===== config.mk =====
export PLATFORM = sky130hd
export DESIGN_NAME = mm_row_fetch
export DESIGN_NICKNAME = d
export VERILOG_FILES = /design/src/rtl/mm_row_fetch.sv
export SDC_FILE = /design/constraint.sdc
export NUM_CORES = 1
export LEC_CHECK = 0
export BUFFER_PORTS_ARGS = -buffer_cell sky130_fd_sc_hd__buf_2
export CORE_UTILIZATION = 51
export CTS_BUF_LIST = sky130_fd_sc_hd__clkbuf_16
export DETAILED_ROUTE_END_ITERATION = 8
export PLACE_DENSITY = 0.8
export SYNTH_ARGS = -nofsm -noshare
export SYNTH_HDL_FRONTEND = slang
export SYNTH_SLANG_ARGS = --single-unit

===== constraint.sdc =====
create_clock -name clk -period 2.85 [get_ports clk]
set_clock_uncertainty 0.15 [all_clocks]
set_input_delay 0.4275 -clock clk [delete_from_list [all_inputs] [get_ports clk]]
set_output_delay 0.4275 -clock clk [all_outputs]
set_load 0.01 [all_outputs]

===== src/rtl/mm_row_fetch.sv =====
// mm_row_fetch: fetches one ROWS x N matrix row from synchronous-read memory and streams it
// through a 2-entry FIFO. Defining MM_ROW_CHECKSUM_EN adds the per-row element-sum output.
module mm_row_fetch #(
    parameter int DATA_W = 16,
    parameter int N      = 16,
    parameter int ROWS   = 16,
    parameter int ADDR_W = $clog2(ROWS*N)
) (
    input  logic              clk,
    input  logic              reset,
    input  logic              start,
    input  logic [31:0]       row_sel,
    output logic              busy,
    output logic              done,
    output logic              err,
    output logic              mem_rd_en,
    output logic [ADDR_W-1:0] mem_addr,
    input  logic [DATA_W-1:0] mem_rdata,
    output logic [DATA_W-1:0] out_data,
    output logic              out_valid,
    input  logic              out_ready,
    output logic              out_last
`ifdef MM_ROW_CHECKSUM_EN
    ,
    output logic [DATA_W+$clog2(N)-1:0] checksum
`endif
);

    localparam int COL_W = $clog2(N);
    localparam int ROW_W = (ROWS > 1) ? $clog2(ROWS) : 1;

    localparam logic [1:0] S_IDLE  = 2'd0;
    localparam logic [1:0] S_FETCH = 2'd1;
    localparam logic [1:0] S_DRAIN = 2'd2;
    localparam logic [1:0] S_DONE  = 2'd3;

    logic [1:0]        state;
    logic [ROW_W-1:0]  row;
    logic [COL_W-1:0]  rd_col;
    logic [COL_W-1:0]  out_col;
    logic              rd_pend;
    logic [DATA_W-1:0] fifo_mem [2];
    logic              wr_ptr;
    logic              rd_ptr;
    logic [1:0]        count;
    logic              err_q;

    logic              row_ok;
    logic              accept;
    logic              pop;
    logic [2:0]        occ;
    logic              issue;
    logic [ADDR_W-1:0] rd_addr;

    // Occupancy counts this cycle's pop so a full-rate stream keeps one read per cycle.
    always_comb begin
        row_ok  = row_sel < 32'(ROWS);
        accept  = (state == S_IDLE) && start && row_ok;
        pop     = out_valid && out_ready;
        occ     = {1'b0, count} + {2'b00, rd_pend} - {2'b00, pop};
        issue   = (state == S_FETCH) && (occ < 3'd2);
        rd_addr = (ADDR_W'(row) << COL_W) | ADDR_W'(rd_col);
    end

    assign mem_rd_en = issue;
    assign mem_addr  = issue ? rd_addr : '0;
    assign out_valid = (count != 2'd0);
    assign out_data  = fifo_mem[rd_ptr];
    assign out_last  = out_valid && (out_col == COL_W'(N-1));
    assign busy      = (state != S_IDLE);
    assign done      = (state == S_DONE);
    assign err       = err_q;

    always_ff @(posedge clk) begin
        if (reset) begin
            state       <= S_IDLE;
            row         <= '0;
            rd_col      <= '0;
            out_col     <= '0;
            rd_pend     <= 1'b0;
            fifo_mem[0] <= '0;
            fifo_mem[1] <= '0;
            wr_ptr      <= 1'b0;
            rd_ptr      <= 1'b0;
            count       <= '0;
            err_q       <= 1'b0;
        end else begin
            err_q   <= (state == S_IDLE) && start && !row_ok;
            rd_pend <= issue;
            count   <= count + {1'b0, rd_pend} - {1'b0, pop};

            // Read data is written one cycle after its strobe; rd_pend is cleared by reset,
            // so data returning for a read issued before reset is dropped.
            if (rd_pend) begin
                fifo_mem[wr_ptr] <= mem_rdata;
                wr_ptr           <= ~wr_ptr;
            end
            if (pop) begin
                rd_ptr  <= ~rd_ptr;
                out_col <= out_col + 1'b1;
            end

            case (state)
                S_IDLE: begin
                    if (accept) begin
                        state   <= S_FETCH;
                        row     <= row_sel[ROW_W-1:0];
                        rd_col  <= '0;
                        out_col <= '0;
                    end
                end
                S_FETCH: begin
                    if (issue) begin
                        rd_col <= rd_col + 1'b1;
                        if (rd_col == COL_W'(N-1)) state <= S_DRAIN;
                    end
                end
                S_DRAIN: begin
                    if (pop && (out_col == COL_W'(N-1))) state <= S_DONE;
                end
                default: state <= S_IDLE;
            endcase
        end
    end

`ifdef MM_ROW_CHECKSUM_EN
    localparam int SUM_W = DATA_W + COL_W;

    logic [SUM_W-1:0] acc;

    always_ff @(posedge clk) begin
        if (reset) begin
            acc      <= '0;
            checksum <= '0;
        end else if (accept) begin
            acc      <= '0;
            checksum <= '0;
        end else if (pop) begin
            acc <= acc + SUM_W'(out_data);
            if ((state == S_DRAIN) && (out_col == COL_W'(N-1)))
                checksum <= acc + SUM_W'(out_data);
        end
    end
`endif

endmodule

==> implementation parameters <==
Parameter                              Value

Final layout
  Post-layout nets    372
  Filler Cells Inserted    about 350
  Synthesis-to-layout area growth    30.2%
  Antenna cells    0
  Combined flip-flop and latch cell area    about 1400 um^2
  Layout cells sized above 1    0.429
  Multi-input combinational cell area    1160 um^2
  Cell area after layout    3340 um^2

Drt
  Remaining number of nets flagged by the antenna check after routing    0
  DR vias    2006
  Router iterations before antenna repair    4
  Drt first-iter violations    66
  DRC violations left    0
  Detail-routed via count per cell    approximately 5.3
  Wirelength per Cell    roughly 14 um
  Post-detailed-routing wire length    roughly 5.5 mm

Min path
  Class of the most critical hold timing path    input pin to flop
  Hold path cells    3

Clocking
  CTS sink cnt    53
  Root buffer selected by CTS    sky130_fd_sc_hd__clkbuf_16
  Hold-fix buffers, CTS    0
  CTS tree    yes
  Maximum root-to-sink buffer count    2
  Clock latency on the worst-skew pair    about 0.29 ns
  Number of H-tree levels    2
  Reg clk slew, reported paths    0.07 ns
  TritonCTS Buffers    5

Pwr
  Worst ir drop on vdd    between 0.0002 and 0.0003 V
  Sequential group share of total power    0.500
  Internal Dissipation    1330 uW
  Clk pwr share    0.401
  Total power divided by cell area    between 500 and 600 nW/um^2
  Sw Share    0.217
  Reported leakage power    0.00146 uW
  Net load switching power    368 uW
  Proportion of power drawn by combinational gates    0.099

Worst setup path
  Data arrival at the endpoint of the critical path    about 2.2 ns
  Worst setup SP type    flop
  Kind of capture point of the worst setup path    output port
  Worst path required time    2.27 ns
  Reg2Reg Depth    8
  Crit path max fanout    6
  CP Class    flop to output port

Synthesis
  Number of synthesized flops with an enable pin    32
  Post-Synthesis Cells    approximately 220
  Area of the mapped netlist    roughly 2600 um^2
  Prevailing post-synth register cell    sky130_fd_sc_hd__edfxtp_1
  Average instance area after synthesis    ~11 um^2
  Async set or reset register ratio after synthesis    0
  Count of unique library cells instantiated by Yosys    37
  Yosys Warn Count    0
  Seq/Total Area, Yosys    0.539
  Net count after synthesis    ~280
  Post-synthesis sequential element count    53

Global route
  GRT Resource Usage Total    0.211
  Largest net degree at the start of global routing    23
  Final global-route overflow total    0
  Number of antenna violations at the first check in global routing    0
  Number of global-route vias before repair    a little under 2000
  Global-route layer with the greatest usage    met2
  First-pass GRT wire length    between 8 and 9 mm
  Met3 routing resource usage after global routing    0.0331
  Global-route track usage on met1    0.235
  Routing usage on met2    0.398

Placement
  Area after detailed placement    3060 um^2
  Final Wtd Congestion    ~0.82
  Port bufs    a little over 80
  Worst Setup Slack post-DPL    approximately 0.067 ns
  Detailed-placement wirelength estimate    3.75 mm

Timing
  Relative slew margins    0.521
  Min cycle time layout    between 2 and 3 ns
  Count of final setup violators    0
  Number of hold violations in the final report    0
  Period utilisation layout    0.972
  Setup WS post-layout    between 0.08 and 0.09 ns
  Fmax    between 0.3 and 0.4 GHz
  Max-slew violations    0
  Slew at the pin closest to its max-slew limit    a little over 0.7 ns

Floorplan
  Total I/O pin count    82
  Die height    approximately 73 um
  Die outline area    5310 um^2
  Width of the die    72.9 um
  Core region area    between 4000 and 5000 um^2
  Number of standard-cell rows in the floorplan    25
  Initial core utilization    0.536

Outcome
  Result of the run    finished, final reports clean

Flow run
  Max Cap Violations    0
state kept, by name, indices dropped and copies added, names as in the netlist, named ones only:
name / count
row: 4
fifo_mem: 32
rd_ptr: 1
wr_ptr: 1
rd_col: 4
state: 2
err: 1
count: 2
rd_pend: 1
out_col: 4
per-stage QoR:
step	util	total power [uW]	hold slack (ns)	std cells	setup TNS (ns)
after floorplan	-	949	0.302	223	0
after global placement	0.639	1020	0.322	367	0
after detailed placement	0.639	1030	0.334	367	0
after CTS	0.687	1700	0.225	378	0
after global routing	0.697	1750	0.228	379	-0.00341
final	0.697	1700	0.225	379	0
placed cells by master (no fill, tap or decap), drive strengths merged, types with 3 or more instances in the layout:
cell    count
nand4       5
and3        9
nand2       4
inv        11
xnor2       4
nor4        5
mux2       16
or2         3
nor2       10
o21ai       6
buf        91
or4         5
clkbuf      5
nand3       4
edfxtp     32
nor3       10
and2       33
ha          8
dfxtp      21
mux2i       6
a31oi       3
metal layers:
| metal | vias up | routed length (um) |
|---|---|---|
| met3 | 10 | 342 |
| met4 | 0 | 92 |
| met2 | 70 | 2900 |
| met5 | - | 0 |
| met1 | 945 | 2120 |
| li1 | 981 | - |
final timing paths:
check | start | to | slack, ns
worst min-delay path | row_sel[2] | row[2] | 0.22
worst max register to register | count[1] | state[1] | 0.33
worst max-delay path | count[1] | mem_rd_en | 0.08
worst min register to register | row[0] | row[0] | 0.35
cell type report:
class	count	area share
sequential	53	0.415
multi-input combinational	150	0.347
timing repair buffer	91	0.151
clock buffer	5	0.0375
tap	67	0.0251
clock inverter	3	0.0131
inverter	10	0.0112
power by group through the flow:
| stage | sequential [uW] | clock, uW | combinational (uW) |
|---|---|---|---|
| 2_1_floorplan | 863 | 0 | 86.2 |
| 3_3_place_gp | 865 | 0 | 159 |
| 3_5_place_dp | 868 | 0 | 163 |
| 4_1_cts | 851 | 682 | 166 |
| 5_1_grt | 852 | 717 | 181 |
| 6_report | 850 | 681 | 168 |
cell families after synthesis:
group | share of synthesized area
AOI/OAI and AO/OA | 0.0532
xor gates and xnor gates | 0.0205
adders and majority gates | 0.0469
buffers and inverters | 0.0293
DFF | 0.539
muxes | 0.0937
and+or+nand+nor | 0.218
worst max-delay path, cell delays in order (launching register included):
cell and delay (ns):
sky130_fd_sc_hd__dfxtp_4 0.40, sky130_fd_sc_hd__nand3_2 0.09, sky130_fd_sc_hd__o21ai_2 0.06, sky130_fd_sc_hd__ha_2 0.18
sky130_fd_sc_hd__fa_2 0.48, sky130_fd_sc_hd__or2_2 0.39, sky130_fd_sc_hd__nor2_1 0.14, sky130_fd_sc_hd__buf_2 0.16
Yosys cell counts, types with 6 or more instances:
cell / count / area (um^2)
sky130_fd_sc_hd__inv_1: 10 / 37.5
sky130_fd_sc_hd__and3_1: 9 / 56.3
sky130_fd_sc_hd__mux2_2: 16 / 180
sky130_fd_sc_hd__and2_1: 33 / 206
sky130_fd_sc_hd__clkbuf_1: 10 / 37.5
sky130_fd_sc_hd__dfxtp_1: 21 / 420
sky130_fd_sc_hd__mux2i_1: 6 / 60.1
sky130_fd_sc_hd__nor3_1: 9 / 45.0
sky130_fd_sc_hd__nor2_1: 10 / 37.5
sky130_fd_sc_hd__ha_1: 8 / 100
sky130_fd_sc_hd__edfxtp_1: 32 / 961
what timing repair did:
| action | in CTS | in global routing |
|---|---|---|
| pin swaps | 2 | 4 |
| resized for setup | 9 | 10 |
| endpoints found under the setup margin | 2 | 9 |
| buffers inserted | 3 | 1 |
No activity file was read; power rests on OpenSTA's default activity.
